$ cat config.mk
export PLATFORM = sky130hd
export DESIGN_NAME = mem_arbiter_flat
export DESIGN_NICKNAME = d
export VERILOG_FILES = /design/src/rtl/mem_arbiter_if.sv /design/src/rtl/mem_arbiter.sv /design/src/flat_wrapper.sv
export SDC_FILE = /design/constraint.sdc
export NUM_CORES = 2
export LEC_CHECK = 0
export ABC_CLOCK_PERIOD_IN_PS = 5200
export CELL_PAD_IN_SITES_DETAIL_PLACEMENT = 1
export CELL_PAD_IN_SITES_GLOBAL_PLACEMENT = 1
export CORE_MARGIN = 2
export CORE_UTILIZATION = 45
export DETAILED_ROUTE_END_ITERATION = 7
export DONT_BUFFER_PORTS = 1
export GPL_TIMING_DRIVEN = 0
export PLACE_DENSITY_LB_ADDON = 0.1
export SLEW_MARGIN = 0
export SYNTH_ARGS = -nofsm -noshare
export SYNTH_HDL_FRONTEND = slang
export SYNTH_SLANG_ARGS = --single-unit
$ cat constraint.sdc
create_clock -name clk -period 5.2 [get_ports clk]
set_input_delay 1.04 -clock clk [delete_from_list [all_inputs] [get_ports clk]]
set_output_delay 1.04 -clock clk [all_outputs]
set_load 0.01 [all_outputs]
$ cat src/rtl/mem_arbiter_if.sv
// Bundle between the L1 caches, the memory arbiter and main memory.
// slave is the arbiter side, master the cache/memory side.
interface mem_arbiter_if;
    logic         icache_req_ren;
    logic [31:0]  icache_req_raddr;
    logic         icache_rec_en;
    logic [31:0]  icache_rec_addr;
    logic [127:0] icache_rec_cacheline;

    logic         dcache_req_ren;
    logic [31:0]  dcache_req_raddr;
    logic         dcache_req_wen;
    logic [31:0]  dcache_req_waddr;
    logic [127:0] dcache_req_wcacheline;
    logic         dcache_rec_en;
    logic [31:0]  dcache_rec_addr;
    logic [127:0] dcache_rec_cacheline;

    logic         mem_req_valid;
    logic         mem_req_we;
    logic [31:0]  mem_req_addr;
    logic [127:0] mem_req_wdata;
    logic         mem_rsp_valid;
    logic [127:0] mem_rsp_data;

    logic         busy;
    logic         overflow;

    modport slave (
        input  icache_req_ren, icache_req_raddr,
        output icache_rec_en, icache_rec_addr, icache_rec_cacheline,
        input  dcache_req_ren, dcache_req_raddr,
        input  dcache_req_wen, dcache_req_waddr, dcache_req_wcacheline,
        output dcache_rec_en, dcache_rec_addr, dcache_rec_cacheline,
        output mem_req_valid, mem_req_we, mem_req_addr, mem_req_wdata,
        input  mem_rsp_valid, mem_rsp_data,
        output busy, overflow
    );

    modport master (
        output icache_req_ren, icache_req_raddr,
        input  icache_rec_en, icache_rec_addr, icache_rec_cacheline,
        output dcache_req_ren, dcache_req_raddr,
        output dcache_req_wen, dcache_req_waddr, dcache_req_wcacheline,
        input  dcache_rec_en, dcache_rec_addr, dcache_rec_cacheline,
        input  mem_req_valid, mem_req_we, mem_req_addr, mem_req_wdata,
        output mem_rsp_valid, mem_rsp_data,
        input  busy, overflow
    );
endinterface

$ cat src/rtl/mem_arbiter.sv
// Main-memory arbiter: queues icache/dcache line requests and serialises
// them onto the single memory port, routing fill data back to its owner.
module mem_arbiter #(
    parameter int QDEPTH = 4
) (
    input logic          clk,
    input logic          rst,
    mem_arbiter_if.slave bus
);
    localparam int PW = $clog2(QDEPTH);

    typedef enum logic [1:0] {
        S_IDLE,
        S_ISSUE,
        S_WAIT
    } state_t;

    state_t state;

    logic [PW:0]   iq_wp, iq_rp;
    logic [PW:0]   dq_wp, dq_rp;
    logic [PW:0]   wq_wp, wq_rp;
    logic [31:0]   iq_a [QDEPTH];
    logic [31:0]   dq_a [QDEPTH];
    logic [31:0]   wq_a [QDEPTH];
    logic [127:0]  wq_d [QDEPTH];

    logic iq_empty, dq_empty, wq_empty;
    logic iq_full, dq_full, wq_full;
    logic pop_i, pop_d, pop_w;
    logic push_i, push_d, push_w;
    logic drop;
    logic idle;
    logic last_d;
    logic cur_d;

    assign iq_empty = (iq_wp == iq_rp);
    assign dq_empty = (dq_wp == dq_rp);
    assign wq_empty = (wq_wp == wq_rp);

    // Same slot index with opposite wrap bits means the ring is full
    assign iq_full = (iq_wp[PW-1:0] == iq_rp[PW-1:0]) && (iq_wp[PW] != iq_rp[PW]);
    assign dq_full = (dq_wp[PW-1:0] == dq_rp[PW-1:0]) && (dq_wp[PW] != dq_rp[PW]);
    assign wq_full = (wq_wp[PW-1:0] == wq_rp[PW-1:0]) && (wq_wp[PW] != wq_rp[PW]);

    assign idle  = (state == S_IDLE);
    assign pop_w = idle & ~wq_empty;
    assign pop_i = idle & wq_empty & ~iq_empty & (dq_empty | last_d);
    assign pop_d = idle & wq_empty & ~dq_empty & (iq_empty | ~last_d);

    assign push_i = bus.icache_req_ren & (~iq_full | pop_i);
    assign push_d = bus.dcache_req_ren & (~dq_full | pop_d);
    assign push_w = bus.dcache_req_wen & (~wq_full | pop_w);

    assign drop = (bus.icache_req_ren & iq_full & ~pop_i)
                | (bus.dcache_req_ren & dq_full & ~pop_d)
                | (bus.dcache_req_wen & wq_full & ~pop_w);

    assign bus.busy = ~(iq_empty & dq_empty & wq_empty) | ~idle
                    | bus.icache_rec_en | bus.dcache_rec_en;

    always_ff @(posedge clk) begin
        if (push_i) iq_a[iq_wp[PW-1:0]] <= bus.icache_req_raddr;
        if (push_d) dq_a[dq_wp[PW-1:0]] <= bus.dcache_req_raddr;
        if (push_w) begin
            wq_a[wq_wp[PW-1:0]] <= bus.dcache_req_waddr;
            wq_d[wq_wp[PW-1:0]] <= bus.dcache_req_wcacheline;
        end
    end

    always_ff @(posedge clk) begin
        if (rst) begin
            state                    <= S_IDLE;
            iq_wp                    <= '0;
            iq_rp                    <= '0;
            dq_wp                    <= '0;
            dq_rp                    <= '0;
            wq_wp                    <= '0;
            wq_rp                    <= '0;
            last_d                   <= 1'b1;
            cur_d                    <= 1'b0;
            bus.overflow             <= 1'b0;
            bus.mem_req_valid        <= 1'b0;
            bus.mem_req_we           <= 1'b0;
            bus.mem_req_addr         <= '0;
            bus.mem_req_wdata        <= '0;
            bus.icache_rec_en        <= 1'b0;
            bus.icache_rec_addr      <= '0;
            bus.icache_rec_cacheline <= '0;
            bus.dcache_rec_en        <= 1'b0;
            bus.dcache_rec_addr      <= '0;
            bus.dcache_rec_cacheline <= '0;
        end else begin
            if (push_i) iq_wp <= iq_wp + (PW+1)'(1);
            if (push_d) dq_wp <= dq_wp + (PW+1)'(1);
            if (push_w) wq_wp <= wq_wp + (PW+1)'(1);
            if (pop_i)  iq_rp <= iq_rp + (PW+1)'(1);
            if (pop_d)  dq_rp <= dq_rp + (PW+1)'(1);
            if (pop_w)  wq_rp <= wq_rp + (PW+1)'(1);
            if (drop)   bus.overflow <= 1'b1;

            bus.mem_req_valid <= 1'b0;
            bus.icache_rec_en <= 1'b0;
            bus.dcache_rec_en <= 1'b0;

            unique case (state)
                S_IDLE: begin
                    unique case (1'b1)
                        pop_w: begin
                            state             <= S_ISSUE;
                            bus.mem_req_valid <= 1'b1;
                            bus.mem_req_we    <= 1'b1;
                            bus.mem_req_addr  <= wq_a[wq_rp[PW-1:0]];
                            bus.mem_req_wdata <= wq_d[wq_rp[PW-1:0]];
                        end
                        pop_i: begin
                            state             <= S_ISSUE;
                            bus.mem_req_valid <= 1'b1;
                            bus.mem_req_we    <= 1'b0;
                            bus.mem_req_addr  <= iq_a[iq_rp[PW-1:0]];
                            cur_d             <= 1'b0;
                            last_d            <= 1'b0;
                        end
                        pop_d: begin
                            state             <= S_ISSUE;
                            bus.mem_req_valid <= 1'b1;
                            bus.mem_req_we    <= 1'b0;
                            bus.mem_req_addr  <= dq_a[dq_rp[PW-1:0]];
                            cur_d             <= 1'b1;
                            last_d            <= 1'b1;
                        end
                        default: ;
                    endcase
                end
                S_ISSUE: state <= S_WAIT;
                S_WAIT: begin
                    if (bus.mem_rsp_valid) begin
                        state <= S_IDLE;
                        // mem_req_addr/we still hold the in-flight request
                        if (!bus.mem_req_we && cur_d) begin
                            bus.dcache_rec_en        <= 1'b1;
                            bus.dcache_rec_addr      <= bus.mem_req_addr;
                            bus.dcache_rec_cacheline <= bus.mem_rsp_data;
                        end else if (!bus.mem_req_we) begin
                            bus.icache_rec_en        <= 1'b1;
                            bus.icache_rec_addr      <= bus.mem_req_addr;
                            bus.icache_rec_cacheline <= bus.mem_rsp_data;
                        end
                    end
                end
                default: state <= S_IDLE;
            endcase
        end
    end
endmodule

$ cat src/flat_wrapper.sv
// flat-port wrapper written by rule: the top's interface ports become plain ports
module mem_arbiter_flat 
#(
    parameter int QDEPTH = 4
)
  (clk, rst, bus_icache_req_ren, bus_icache_req_raddr, bus_icache_rec_en, bus_icache_rec_addr, bus_icache_rec_cacheline, bus_dcache_req_ren, bus_dcache_req_raddr, bus_dcache_req_wen, bus_dcache_req_waddr, bus_dcache_req_wcacheline, bus_dcache_rec_en, bus_dcache_rec_addr, bus_dcache_rec_cacheline, bus_mem_req_valid, bus_mem_req_we, bus_mem_req_addr, bus_mem_req_wdata, bus_mem_rsp_valid, bus_mem_rsp_data, bus_busy, bus_overflow);
  mem_arbiter_if bus_i ();
  input logic clk;
  input logic rst;
  input wire logic [$bits(bus_i.icache_req_ren)-1:0] bus_icache_req_ren;
  input wire logic [$bits(bus_i.icache_req_raddr)-1:0] bus_icache_req_raddr;
  output wire logic [$bits(bus_i.icache_rec_en)-1:0] bus_icache_rec_en;
  output wire logic [$bits(bus_i.icache_rec_addr)-1:0] bus_icache_rec_addr;
  output wire logic [$bits(bus_i.icache_rec_cacheline)-1:0] bus_icache_rec_cacheline;
  input wire logic [$bits(bus_i.dcache_req_ren)-1:0] bus_dcache_req_ren;
  input wire logic [$bits(bus_i.dcache_req_raddr)-1:0] bus_dcache_req_raddr;
  input wire logic [$bits(bus_i.dcache_req_wen)-1:0] bus_dcache_req_wen;
  input wire logic [$bits(bus_i.dcache_req_waddr)-1:0] bus_dcache_req_waddr;
  input wire logic [$bits(bus_i.dcache_req_wcacheline)-1:0] bus_dcache_req_wcacheline;
  output wire logic [$bits(bus_i.dcache_rec_en)-1:0] bus_dcache_rec_en;
  output wire logic [$bits(bus_i.dcache_rec_addr)-1:0] bus_dcache_rec_addr;
  output wire logic [$bits(bus_i.dcache_rec_cacheline)-1:0] bus_dcache_rec_cacheline;
  output wire logic [$bits(bus_i.mem_req_valid)-1:0] bus_mem_req_valid;
  output wire logic [$bits(bus_i.mem_req_we)-1:0] bus_mem_req_we;
  output wire logic [$bits(bus_i.mem_req_addr)-1:0] bus_mem_req_addr;
  output wire logic [$bits(bus_i.mem_req_wdata)-1:0] bus_mem_req_wdata;
  input wire logic [$bits(bus_i.mem_rsp_valid)-1:0] bus_mem_rsp_valid;
  input wire logic [$bits(bus_i.mem_rsp_data)-1:0] bus_mem_rsp_data;
  output wire logic [$bits(bus_i.busy)-1:0] bus_busy;
  output wire logic [$bits(bus_i.overflow)-1:0] bus_overflow;
  assign bus_i.icache_req_ren = bus_icache_req_ren;
  assign bus_i.icache_req_raddr = bus_icache_req_raddr;
  assign bus_icache_rec_en = bus_i.icache_rec_en;
  assign bus_icache_rec_addr = bus_i.icache_rec_addr;
  assign bus_icache_rec_cacheline = bus_i.icache_rec_cacheline;
  assign bus_i.dcache_req_ren = bus_dcache_req_ren;
  assign bus_i.dcache_req_raddr = bus_dcache_req_raddr;
  assign bus_i.dcache_req_wen = bus_dcache_req_wen;
  assign bus_i.dcache_req_waddr = bus_dcache_req_waddr;
  assign bus_i.dcache_req_wcacheline = bus_dcache_req_wcacheline;
  assign bus_dcache_rec_en = bus_i.dcache_rec_en;
  assign bus_dcache_rec_addr = bus_i.dcache_rec_addr;
  assign bus_dcache_rec_cacheline = bus_i.dcache_rec_cacheline;
  assign bus_mem_req_valid = bus_i.mem_req_valid;
  assign bus_mem_req_we = bus_i.mem_req_we;
  assign bus_mem_req_addr = bus_i.mem_req_addr;
  assign bus_mem_req_wdata = bus_i.mem_req_wdata;
  assign bus_i.mem_rsp_valid = bus_mem_rsp_valid;
  assign bus_i.mem_rsp_data = bus_mem_rsp_data;
  assign bus_busy = bus_i.busy;
  assign bus_overflow = bus_i.overflow;
  mem_arbiter #(.QDEPTH(QDEPTH)) u_core (.clk(clk), .rst(rst), .bus(bus_i));
endmodule
==> insert_results.sql <==
INSERT INTO impl_metrics (metric_group, metric, value, unit) VALUES
('die', 'chipHeight', '340', 'um'),
('die', 'placeableCoreArea', '112000', 'um2'),
('pwr', 'seq_power_share', '47.4', '%'),
('finish', 'final_net_count', '4056', ''),
('timing', 'achievable_clock_frequency', '226', 'MHz'),
('worst_setup_path', 'max_stage_delay_on_crit_path', '720', 'ps'),
('logic_synthesis', 'synth_commonest_cells', '939 x nand2_1, 896 x edfxtp_1, 513 x dfxtp_1', ''),
('timing', 'finalSetupViolCount', '0', ''),
('timing', 'worst-slew-pin-transition', '1280', 'ps'),
('cts', 'cts_sinks', '1409', ''),
('worst_setup_path', 'start_kind', 'register', ''),
('place', 'final_hpwl_from_detailed_placement', '120', 'mm'),
('worst_setup_path', 'worstReg2RegStart', 'u_core.state[0]', ''),
('logic_synthesis', 'post_synth_top_area_share', '53.1', '%'),
('finish', 'design_area', '58000', 'um2'),
('route', 'detail_route.vias_per_cell', '5.59', ''),
('die', 'initial_core_util', '45.2', '%'),
('worst_setup_path', 'timing_worst_setup_path_type', 'reg2out', ''),
('cts', 'clock_tree.buffer_depth', '3', ''),
('cts', 'path_clk_slew', '60', 'ps'),
('global_routing', 'grt_util_met3', '11.2', '%'),
('route', 'drtPass1Iterations', '7', ''),
('timing', 'timing.final.crit_share', '85.1', '%'),
('timing', 'timing.final.hold_violations', '0', ''),
('timing', 'timing.final.crit_period', '4430', 'ps'),
('logic_synthesis', 'seq_area_frac_synth', '73.3', '%'),
('timing', 'relSlewSlack', '14.7', '%'),
('worst_setup_path', 'worstPathBufferInverterCount', '2', ''),
('pwr', 'power.share.clock', '35.3', '%'),
('worst_setup_path', 'list_of_cells_traversed_by_the_critical_path', 'xnor2_1 -> nand3_1 -> clkbuf_1 -> buf_1 -> nor3_1 -> nand2_1', ''),
('worst_setup_path', 'worstPathMaxFanout', '10', ''),
('min_path', 'min_path_type', 'in2reg', ''),
('run_status', 'outcome', 'finished clean', ''),
('pwr', 'totalPowerFinal', '0.0298', 'W'),
('min_path', 'holdCritStartpoint', 'bus_dcache_req_wcacheline[39]', ''),
('timing', 'fin_max_slew_vios', '0', ''),
('pwr', 'max-vdd-ir-drop', '342', 'uV'),
('place', 'post_dp_cell_area', '53100', 'um2'),
('route', 'drt_iter0_markers', '1855', ''),
('logic_synthesis', 'synth-async-reset-ratio', '0', '%'),
('job', 'max_cap_violations', '0', ''),
('route', 'ant_nets', '0', ''),
('logic_synthesis', 'post_synth.cell_area_avg', '14.4', 'um2'),
('cts', 'cts.repair.resized', '0', ''),
('cts', 'holdBufCountCts', '0', ''),
('global_routing', 'pin_count_of_the_biggest_net_entering_global_routing', '50', ''),
('pwr', 'power.static_leakage', '18.4', 'nW'),
('finish', 'layout-drive-gt1-share', '14.2', '%'),
('worst_setup_path', 'crit_path_end_kind', 'output pin', ''),
('route', 'wl_per_cell', '30.1', 'um'),
('timing', 'fin_skew', '26.3', 'ps'),
('cts', 'cts-root-buf', 'clkbuf_16', ''),
('logic_synthesis', 'synthMostInstantiatedCell', 'nand2_1', ''),
('global_routing', 'via_count_of_the_first_global_routing_pass', '31700', ''),
('finish', 'fill_cells', '10900', ''),
('pwr', 'power.switching', '0.00882', 'W'),
('global_routing', 'globalRouteMet2Util', '46.7', '%'),
('cts', 'htree_num_levels', '4', ''),
('global_routing', 'gr-total-overflow', '0', ''),
('pwr', 'internal-power', '0.0210', 'W'),
('pwr', 'switching_share', '29.6', '%'),
('worst_setup_path', 'crit_required', '4160', 'ps'),
('logic_synthesis', 'syn_area', '50700', 'um2'),
('logic_synthesis', 'warnings_synthesis', '0', ''),
('timing', 'finalSetupTns', '0', 'ps'),
('logic_synthesis', 'ys_top_cells_by_area', 'edfxtp_1 53%, dfxtp_1 20%, mux4_2 10%, nand2_1 7.0%, a21oi_1 4.8%', ''),
('logic_synthesis', 'yosys.cell_types.count', '43', ''),
('pwr', 'combinationalPowerShare', '17.3', '%'),
('global_routing', 'grt_first_pass_wirelength', '228', 'mm'),
('worst_setup_path', 'crit_path_top_delay_cell', 'nor3_1', ''),
('finish', 'layout-area-overhead-vs-synth', '14.5', '%');
final timing paths:
| check | cells past startpoint | slack [ps] | endpoint |
|---|---|---|---|
| max | 6 | 770 | bus_busy |
| min | 0 | 380 | u_core.wq_d[3][39] |
| max reg2reg | 6 | 1880 | u_core.dq_a[2][23] |
| min reg2reg | 2 | 500 | u_core.bus.icache_rec_cacheline[87] |
stage by stage:
| step | utilization, % | cells | hold slack (ps) | worst slack [ps] |
|---|---|---|---|---|
| final | 51.8 | 5338 | 383 | 773 |
| after detailed placement | 47.4 | 5032 | 495 | 1370 |
| after global placement | 46.9 | 5013 | 493 | -381 |
| after global routing | 51.8 | 5333 | 347 | 574 |
| after floorplan | - | 3513 | 470 | 1460 |
| after CTS | 51.7 | 5309 | 330 | 753 |
power groups by stage:
| stage | combinational, W | sequential, W | clock, W |
|---|---|---|---|
| 2_1_floorplan | 0.00359 | 0.0138 | 0 |
| 3_3_place_gp | 0.00506 | 0.0144 | 0 |
| 3_5_place_dp | 0.00523 | 0.0144 | 0 |
| 4_1_cts | 0.00527 | 0.0141 | 0.0107 |
| 5_1_grt | 0.00567 | 0.0142 | 0.0111 |
| 6_report | 0.00516 | 0.0141 | 0.0105 |
kinds of logic after synthesis:
family                     synth area share (%)
and+or+nand+nor                            8.28
buffers and inverters                      1.95
xor gates and xnor gates                  0.326
muxes                                      10.1
adders and majority gates                 0.370
AOI/OAI and AO/OA                          5.61
DFF                                        73.3
final cells by class:
| cell class | instances | area [um2] | area share (%) |
|---|---|---|---|
| Antenna cell | 29 | 72.6 | 0.125 |
| Clock buffer | 224 | 4350 | 7.50 |
| Multi-Input combinational cell | 1865 | 12600 | 21.6 |
| Inverter | 8 | 30.0 | 0.0518 |
| Tap cell | 1500 | 1880 | 3.23 |
| Timing Repair Buffer | 19 | 460 | 0.794 |
| Sequential cell | 1409 | 37200 | 64.1 |
| Clock inverter | 53 | 529 | 0.912 |
| Buffer | 231 | 961 | 1.66 |
cells in the final DEF (no fill, tap or decap), drive strengths merged:
| cell type | count |
|---|---|
| a211oi | 1 |
| a21oi | 486 |
| a221oi | 1 |
| a311oi | 32 |
| a31oi | 2 |
| and2 | 11 |
| and3b | 1 |
| and4b | 1 |
| buf | 88 |
| bufinv | 8 |
| clkbuf | 386 |
| clkinv | 35 |
| clkinvlp | 4 |
| dfxtp | 513 |
| diode | 29 |
| edfxtp | 896 |
| ha | 15 |
| inv | 14 |
| mux2 | 4 |
| mux2i | 4 |
| mux4 | 224 |
| nand2 | 939 |
| nand2b | 6 |
| nand3 | 2 |
| nand4 | 33 |
| nor2 | 61 |
| nor2b | 4 |
| nor3 | 6 |
| nor4 | 3 |
| o21ai | 2 |
| o311a | 1 |
| o31a | 2 |
| o31ai | 2 |
| o41a | 1 |
| or2 | 1 |
| or3 | 2 |
| xnor2 | 9 |
| xor2 | 9 |
routing by layer:
metal	vias up	part of all wire (%)
li1	13200	-
met1	15300	35
met2	1022	50
met3	307	9.8
met4	10	5.1
met5	-	0.042
state kept, by name, summed over array words and instances (netlist names), 3 cells and up, named ones only:
signal                           cells
u_core.iq_wp                         3
u_core.wq_rp                         3
u_core.bus.dcache_rec_cacheline    128
u_core.wq_a                        128
u_core.iq_a                        128
u_core.dq_a                        128
u_core.bus.icache_rec_cacheline    128
u_core.iq_rp                         3
u_core.bus.dcache_rec_addr          32
u_core.bus.mem_req_addr             32
u_core.wq_d                        512
u_core.bus.mem_req_wdata           128
u_core.bus.icache_rec_addr          32
u_core.dq_wp                         3
u_core.dq_rp                         3
u_core.wq_wp                         3
Note: power is estimated with default switching activity, not from simulation.
